<file path="src/rtl/tlc_fsm_if.sv">
// Signal bundle between the traffic-light sequencer and its sensors/lamps.
// The slave modport is the sequencer side; the master modport is the environment side.
interface tlc_fsm_if;
  logic       car_side;
  logic       ped_req;
  logic [2:0] main_light;
  logic [2:0] side_light;
  logic       ped_walk;
  logic [2:0] state_out;
  logic [7:0] remain;

  modport master (
    output car_side,
    output ped_req,
    input  main_light,
    input  side_light,
    input  ped_walk,
    input  state_out,
    input  remain
  );

  modport slave (
    input  car_side,
    input  ped_req,
    output main_light,
    output side_light,
    output ped_walk,
    output state_out,
    output remain
  );
endinterface

</file>
<file path="src/rtl/tlc_fsm.sv">
// Main/side-road traffic-light sequencer on the 1 Hz tick clock.
// The side road gets green only on demand; each phase lasts a fixed number of ticks.
module tlc_fsm #(
  parameter int unsigned T_MAIN_G = 10,
  parameter int unsigned T_SIDE_G = 5,
  parameter int unsigned T_YEL    = 2,
  parameter int unsigned T_ALLRED = 1
) (
  input  logic       clk,
  input  logic       reset,
  tlc_fsm_if.slave   io
);

  if (T_MAIN_G < 1 || T_MAIN_G > 255 || T_SIDE_G < 1 || T_SIDE_G > 255 ||
      T_YEL < 1 || T_YEL > 255 || T_ALLRED < 1 || T_ALLRED > 255) begin : g_param_check
    $error("tlc_fsm: phase durations must lie in 1..255");
  end

  typedef enum logic [2:0] {
    MAIN_G  = 3'd0,
    MAIN_Y  = 3'd1,
    ALLRED1 = 3'd2,
    SIDE_G  = 3'd3,
    SIDE_Y  = 3'd4,
    ALLRED2 = 3'd5
  } state_e;

  localparam logic [7:0] LD_MAIN_G = 8'(T_MAIN_G - 1);
  localparam logic [7:0] LD_SIDE_G = 8'(T_SIDE_G - 1);
  localparam logic [7:0] LD_YEL    = 8'(T_YEL - 1);
  localparam logic [7:0] LD_ALLRED = 8'(T_ALLRED - 1);

  // Raw bits rather than state_e so the unused codes 6/7 stay representable and recoverable.
  logic [2:0] state_q, state_d;
  logic [7:0] timer_q, timer_d;
  logic       ped_pend_q, ped_pend_d;
  logic       demand;
  logic       side_handoff;

  always_ff @(posedge clk) begin
    if (reset) begin
      state_q    <= MAIN_G;
      timer_q    <= LD_MAIN_G;
      ped_pend_q <= 1'b0;
    end else begin
      state_q    <= state_d;
      timer_q    <= timer_d;
      ped_pend_q <= ped_pend_d;
    end
  end

  always_comb begin
    state_d = state_q;
    timer_d = timer_q;
    demand  = io.car_side | ped_pend_q | io.ped_req;

    if (state_q > ALLRED2) begin
      state_d = MAIN_G;
      timer_d = LD_MAIN_G;
    end else if (timer_q != '0) begin
      timer_d = timer_q - 8'd1;
    end else begin
      case (state_q)
        MAIN_G: begin
          // With no demand the timer simply rests at 0 and MAIN_G persists.
          if (demand) begin
            state_d = MAIN_Y;
            timer_d = LD_YEL;
          end
        end
        MAIN_Y: begin
          state_d = ALLRED1;
          timer_d = LD_ALLRED;
        end
        ALLRED1: begin
          state_d = SIDE_G;
          timer_d = LD_SIDE_G;
        end
        SIDE_G: begin
          state_d = SIDE_Y;
          timer_d = LD_YEL;
        end
        SIDE_Y: begin
          state_d = ALLRED2;
          timer_d = LD_ALLRED;
        end
        ALLRED2: begin
          state_d = MAIN_G;
          timer_d = LD_MAIN_G;
        end
        default: begin
          state_d = MAIN_G;
          timer_d = LD_MAIN_G;
        end
      endcase
    end
  end

  // The walk about to start serves any pending request, including one raised on its entry edge.
  always_comb begin
    side_handoff = (state_q == ALLRED1) && (timer_q == '0);
    ped_pend_d   = (ped_pend_q | io.ped_req) & ~side_handoff & (state_q != SIDE_G);
  end

  always_comb begin
    io.main_light = 3'b100;
    io.side_light = 3'b100;
    io.ped_walk   = 1'b0;
    case (state_q)
      MAIN_G: io.main_light = 3'b001;
      MAIN_Y: io.main_light = 3'b010;
      SIDE_G: begin
        io.side_light = 3'b001;
        io.ped_walk   = 1'b1;
      end
      SIDE_Y: io.side_light = 3'b010;
      default: begin
        io.main_light = 3'b100;
        io.side_light = 3'b100;
      end
    endcase
    io.state_out = state_q;
    io.remain    = timer_q + 8'd1;
  end

endmodule

</file>
<file path="src/flat_wrapper.sv">
// flat-port wrapper written by rule: the top's interface ports become plain ports
module tlc_fsm_flat 
#(
  parameter int unsigned T_MAIN_G = 10,
  parameter int unsigned T_SIDE_G = 5,
  parameter int unsigned T_YEL    = 2,
  parameter int unsigned T_ALLRED = 1
)
  (clk, reset, io_car_side, io_ped_req, io_main_light, io_side_light, io_ped_walk, io_state_out, io_remain);
  tlc_fsm_if io_i ();
  input  logic clk;
  input  logic reset;
  input wire logic [$bits(io_i.car_side)-1:0] io_car_side;
  input wire logic [$bits(io_i.ped_req)-1:0] io_ped_req;
  output wire logic [$bits(io_i.main_light)-1:0] io_main_light;
  output wire logic [$bits(io_i.side_light)-1:0] io_side_light;
  output wire logic [$bits(io_i.ped_walk)-1:0] io_ped_walk;
  output wire logic [$bits(io_i.state_out)-1:0] io_state_out;
  output wire logic [$bits(io_i.remain)-1:0] io_remain;
  assign io_i.car_side = io_car_side;
  assign io_i.ped_req = io_ped_req;
  assign io_main_light = io_i.main_light;
  assign io_side_light = io_i.side_light;
  assign io_ped_walk = io_i.ped_walk;
  assign io_state_out = io_i.state_out;
  assign io_remain = io_i.remain;
  tlc_fsm #(.T_MAIN_G(T_MAIN_G), .T_SIDE_G(T_SIDE_G), .T_YEL(T_YEL), .T_ALLRED(T_ALLRED)) u_core (.clk(clk), .reset(reset), .io(io_i));
endmodule
</file>
<file path="config.mk">
export PLATFORM = sky130hd
export DESIGN_NAME = tlc_fsm_flat
export DESIGN_NICKNAME = d
export VERILOG_FILES = /design/src/rtl/tlc_fsm_if.sv /design/src/rtl/tlc_fsm.sv /design/src/flat_wrapper.sv
export SDC_FILE = /design/constraint.sdc
export NUM_CORES = 1
export LEC_CHECK = 0
export CAP_MARGIN = 20
export CORE_ASPECT_RATIO = 0.5
export CORE_MARGIN = 3
export CORE_UTILIZATION = 30
export DETAILED_ROUTE_END_ITERATION = 7
export GPL_TIMING_DRIVEN = 0
export PLACE_DENSITY = 0.64
export SLEW_MARGIN = 20
export SYNTH_ARGS = -nofsm -noshare
export SYNTH_HDL_FRONTEND = slang
export SYNTH_SLANG_ARGS = --single-unit
</file>
<file path="constraint.sdc">
create_clock -name clk -period 1.51 [get_ports clk]
set_input_delay 0.2265 -clock clk [delete_from_list [all_inputs] [get_ports clk]]
set_output_delay 0.2265 -clock clk [all_outputs]
set_load 0.1 [all_outputs]
</file>
---- After elaboration in Yosys (flattened, before gate mapping) ----
Index checks and enable logic that the tools add are counted.
storage, ports and cells
  register bits ........................... 12
  bits of input ports ..................... 4
  output and inout bits ................... 18
  word-level logic and storage cells ...... 35
operators by class
  add/subtract/negate cells ............... 2
  magnitude comparators ................... 1
  equality and inequality tests ........... 7
  muxes and demuxes ....................... 8
  bitwise gates (word level) .............. 7
  reductions and logical operators ........ 7
operators with widths
  kind                                                                     number
  8-bit case mux with 4 select lines                                       1
  8-bit two-way mux                                                        2
  3-bit case mux with 5 select lines                                       1
  3-bit case mux with 2 select lines                                       2
  8-bit by 1-bit adder with 8-bit output, second input constant            1
  8-bit zero test                                                          1
  8-bit nonzero test                                                       1
  8-bit by 1-bit subtractor with 8-bit output, second input constant       1
  3-bit by 2-bit equality test with 1-bit output, second input constant    2
  2-bit OR reduction                                                       2
  3-bit by 1-bit equality test with 1-bit output, second input constant    1
  3-bit equality test, second input constant                               1
  3-bit greater-than comparator, second input constant                     1
  3-bit zero test                                                          1
  3-bit two-way mux                                                        1
  3-bit by 1-bit inequality test with 1-bit output, second input constant  1
  3-bit by 2-bit inequality test with 1-bit output, second input constant  1
  1-bit OR                                                                 3
  1-bit bitwise AND                                                        2
  2-bit by 1-bit inequality test with 1-bit output, second input constant  1
  1-bit NOT                                                                2
  2-bit AND reduction                                                      1
  1-bit logical AND                                                        1
  1-bit two-way mux                                                        1

---- Depth between registers and ports, before layout ----
  depth in word-level cells ............... 5
  depth in mapped cells ................... 6
  mapped depth without buffers ............ 6

---- Worst setup path before layout ----
No wires, ideal clock.
  path kind ............................... register -> register
  start point ............................. register u_core.state_q[2], in the netlist u_core.io.state_out[2]
  end point ............................... register u_core.timer_q[0]
  setup time .............................. 115 ps
  arrival ................................. 3882 ps
  data required time ...................... 1395 ps
  slack ................................... -2487 ps
  stages on the path, launching flop included .. 6
  buffers on the path ..................... 1
  period minus slack after synthesis ...... 3997 ps
  cells stage by stage .................... dfxtp_1 -> clkbuf_1 -> nor3_1 -> and2_1 -> nand3_1 -> a31o_1
between the ends
  longest elaborated chain between the ends .. 4
  elaborated cells on any way between the ends .. 11
  classes of those cells .................. order compare: 1; eq/ne: 5; mux: 2; reduce/logical: 3
ends and longest elaborated chain
  item                                                                                   line           text
  from (decl)                                                                            tlc_fsm.sv:34  logic [2:0] state_q, state_d;
  from (signal assigned)                                                                 tlc_fsm.sv:46  state_q <= state_d;
  3-bit by 1-bit equality test with 1-bit output or 3-bit equality test (tied branches)  tlc_fsm.sv:63  case (state_q)
  2-bit OR reduction (no source line)                                                    n/a
  8-bit case mux with 4 select lines                                                     tlc_fsm.sv:63
  8-bit two-way mux                                                                      tlc_fsm.sv:60  end else if (timer_q != '0) begin
  to (signal assigned)                                                                   tlc_fsm.sv:47  timer_q <= timer_d;
  to (decl)                                                                              tlc_fsm.sv:35  logic [7:0] timer_q, timer_d;
Several ways; a longest one is shown, not always the timed one.
A chain may end at the register's enable or synchronous reset.

---- Worst setup path in the final report ----
  start point ............................. register u_core.timer_q[2]
  end point ............................... output port io_remain[7]
between the ends
  longest elaborated chain between the ends .. 1
ends and longest elaborated chain
  item                                    line                text
  8-bit by 1-bit adder with 8-bit output  tlc_fsm.sv:123      io.remain = timer_q + 8'd1;
  to (decl)                               flat_wrapper.sv:19  output wire logic [$bits(io_i.remain)-1:0] io_remain;
No other way between the ends.

==> metrics.md <==
| Metric | Value |
|---|---|
| Count of endpoints failing hold in the final timing report | `0` |
| Total gr overflow | `0` |
| Net count after synthesis | `111` |
| Cell variety after synth | `36` |
| Nets | `154` |
| Core Area | `2400 µm²` |
| Setup repair after global routing missed its margin | `yes` |
| Hold Path Class | `reg -> reg` |
| Number of register bits inferred by synthesis | `12` |
| Class of the most critical setup path | `reg -> out` |
| Setup violators final | `16` |
| Headroom to the max-slew limit | `62.5%` |
| Slew at the pin with the worst max-slew slack | `0.563 ns` |
| Post-layout minimum cycle time | `1.69 ns` |
| Count of flip-flops with a built-in enable after synthesis | `0` |
| Std-Cell Rows | `12` |
| Clock skew after layout | `0.00384 ns` |
| Flip-flop and latch area | `273 µm²` |
| Violations in the final reports | `negative setup slack` |
| Total power | `1.63 mW` |
| Detailed Route Iter0 Violations | `31` |
| Leakage power of the design | `0.692 nW` |
| Data arrival at the endpoint of the critical path | `1.47 ns` |
| Portion of the post-synthesis area used by sequential elements | `29.3%` |
| Floorplan die width | `80.0 µm` |
| Die Y | `43.0 µm` |
| # DRC | `0` |
| Count of H-tree levels built during CTS | `1` |
| Hold-fix buffers, CTS | `0` |
| CTS buffer count | `3` |
| Avg Vias per Cell | `5.10` |
| Area enclosed by the die boundary | `3440 µm²` |
| Highest attainable clock frequency | `590 MHz` |
| Fin util | `74.4%` |
| Number of warnings printed during yosys synthesis | `0` |
| Maximum number of pins on one net before global-route repair | `11` |
| Fill cells | `171` |
| Max Transition Viols Final | `0` |
| Number of antenna violations at the first check in global routing | `0` |
| Post-route cell area | `1790 µm²` |
| Worst-path maximum fanout | `4` |
| Minimum setup slack after placement | `-1.06 ns` |
| Wire length reported by the detailed router | `2.93 mm` |
| Peak VDD IR | `0.000784 V` |
| Synth-to-Final Area Change | `118%` |
| Clock latency reported for the late side of the worst-skew pair | `0.25 ns` |
| Hold Worst Slack | `0.514 ns` |
| Clock tree from TritonCTS | `built` |
| Post-Synthesis Mean Instance Area | `7.89 µm²` |
| Area used by multi-input combinational logic | `825 µm²` |
| Primary flip-flop cell chosen by synthesis mapping | `sky130_fd_sc_hd__dfxtp_1` |
| Cell Area, Synth | `821 µm²` |
| Final RePlAce weighted congestion | `0.743` |
| Sort of element at the start of the critical path | `register` |
| Number of global-route vias before repair | `918` |
| Wire length of the first global-routing pass | `4.62 mm` |
| Total via count after detailed routing | `924` |
| Cell at the root of the clock tree | `sky130_fd_sc_hd__clkbuf_8` |
| Worst EP required | `1.28 ns` |
| Average wire length per cell after detail routing | `16.2 µm` |
| Layout cells sized above 1 | `64.4%` |
| Number of max-cap violations | `0` |
| Number of buffers between clock root and the deepest sink | `2` |
| # diodes | `0` |
| Post-CTS clock slew at the launch and capture registers of the worst setup and hold paths | `0.06 ns` |
| Number of buffer cells added on primary ports | `21` |
| Number of search-and-repair iterations in the first detailed-routing pass | `4` |
| Cells after synthesis | `104` |
| Critical path endpoint category | `output port` |
| Detail Route Antenna Nets | `0` |
| Gr usage total | `18.3%` |
| Async set-reset flop share out of synthesis | `0%` |
| Run status | `finished, violations left` |
| Initial cell density of the core | `34.2%` |
| HPWL after detailed placement | `1.60 mm` |
| Worst-case setup margin in the final layout | `-0.184 ns` |
| Power per standard cell area | `914 nW/µm²` |
| Period utilisation layout | `112%` |
| Clock sinks | `12` |
| Top Ports | `22` |
| Area of placed instances | `1310 µm²` |
[layer usage]
layer	vias to the layer above	wire length (µm)	GRT usage (%)	part of all wire, %
met5	-	0	0	0
met3	8	151	6.78	5.2
met4	0	59	6.73	2.0
li1	440	-	-	-
met2	24	1490	32.2	51
met1	452	1220	20.3	42
[cell usage after synthesis (2+ instances only)]
master	instances	area share, %
sky130_fd_sc_hd__dfxtp_1	12	29
sky130_fd_sc_hd__nor2_1	12	5.5
sky130_fd_sc_hd__nand2_1	10	4.6
sky130_fd_sc_hd__a21oi_1	8	4.9
sky130_fd_sc_hd__nand3_1	6	3.7
sky130_fd_sc_hd__xnor2_1	6	6.4
sky130_fd_sc_hd__clkbuf_1	5	2.3
sky130_fd_sc_hd__inv_1	4	1.8
sky130_fd_sc_hd__a211oi_1	3	2.7
sky130_fd_sc_hd__and2_1	3	2.3
sky130_fd_sc_hd__ha_1	3	4.6
sky130_fd_sc_hd__nor3_1	3	1.8
sky130_fd_sc_hd__xor2_1	3	3.2
sky130_fd_sc_hd__buf_4	2	1.8
sky130_fd_sc_hd__nand3b_1	2	1.8
sky130_fd_sc_hd__or3_1	2	1.5
[cell families (layout without fill, tap and decap cells)]
family	after synthesis	count (layout)	share of synthesized area, %
xor+xnor	9	9	9.60
mux	1	1	1.22
fa+ha+maj	3	3	4.57
flops	12	12	29.3
simple gates	48	48	31.7
buf+inv	13	55	7.93
compound gates	18	18	15.7
[cell usage in the layout, fill, tap and decap left out, types with 3 or more instances in the layout]
cell type / netlist / layout
sky130_fd_sc_hd__buf_4: 2 / 16
sky130_fd_sc_hd__nor2_1: 12 / 7
sky130_fd_sc_hd__buf_6: 1 / 6
sky130_fd_sc_hd__a211oi_1: 3 / 3
sky130_fd_sc_hd__dfxtp_4: 0 / 8
sky130_fd_sc_hd__clkbuf_8: 0 / 3
sky130_fd_sc_hd__buf_12: 0 / 13
sky130_fd_sc_hd__buf_8: 0 / 4
sky130_fd_sc_hd__nand2_1: 10 / 6
sky130_fd_sc_hd__nor2_4: 1 / 6
sky130_fd_sc_hd__clkdlybuf4s50_1: 0 / 3
sky130_fd_sc_hd__nand3_2: 0 / 3
sky130_fd_sc_hd__nand2_4: 0 / 3
sky130_fd_sc_hd__xnor2_4: 0 / 4
sky130_fd_sc_hd__a21oi_1: 8 / 6
[through the flow]
stage	cells	TNS, ns
6_report	181	-1.41
5_1_grt	181	-2.65
4_1_cts	181	-1.71
3_5_place_dp	160	-12.97
3_3_place_gp	160	-12.76
2_1_floorplan	104	-7.27
[sequential cells by signal, summed over array words and instances (netlist names)]
register and flops:
u_core.ped_pend_q 1, u_core.io.state_out 3, u_core.timer_q 8
[what timing repair did]
action / 4_1_cts / 5_1_grt
pin swaps: 20 / 14
buffers inserted: 18 / 5
gates resized for setup: 162 / 20
setup endpoints to repair: 28 / 25
[final timing paths]
| check | depth (start not counted) | startpoint | endpoint | slack [ns] |
|---|---|---|---|---|
| hold / removal | 2 | u_core.ped_pend_q | u_core.ped_pend_q | 0.51 |
| hold reg to reg | 2 | u_core.ped_pend_q | u_core.ped_pend_q | 0.51 |
| setup / recovery | 5 | u_core.timer_q[2] | io_remain[7] | -0.18 |
| setup reg to reg | 5 | u_core.timer_q[2] | u_core.timer_q[0] | -0.18 |
[critical path: stages, from the launching register on]
cell	delay (ns)
sky130_fd_sc_hd__dfxtp_4	0.39
sky130_fd_sc_hd__nand2_4	0.06
sky130_fd_sc_hd__nor2_4	0.11
sky130_fd_sc_hd__nand4_1	0.21
sky130_fd_sc_hd__xnor2_4	0.25
sky130_fd_sc_hd__buf_12	0.19
[cell type report]
cell class | count | share of cell area (%)
multi-input cells | 79 | 46.1
repair buffers | 44 | 30.4
flip-flops and latches | 12 | 15.3
clock buffers | 4 | 2.52
well taps | 35 | 2.45
plain buffers | 3 | 2.17
inverters | 4 | 1.05
[report_power, final]
part           switching [mW]  leakage, nW  internal, mW
clock                   0.127       0.0228         0.187
sequential             0.0593        0.104         0.348
combinational           0.519        0.565         0.392
total                   0.706        0.692         0.926
No activity file was read; power rests on OpenSTA's default activity.
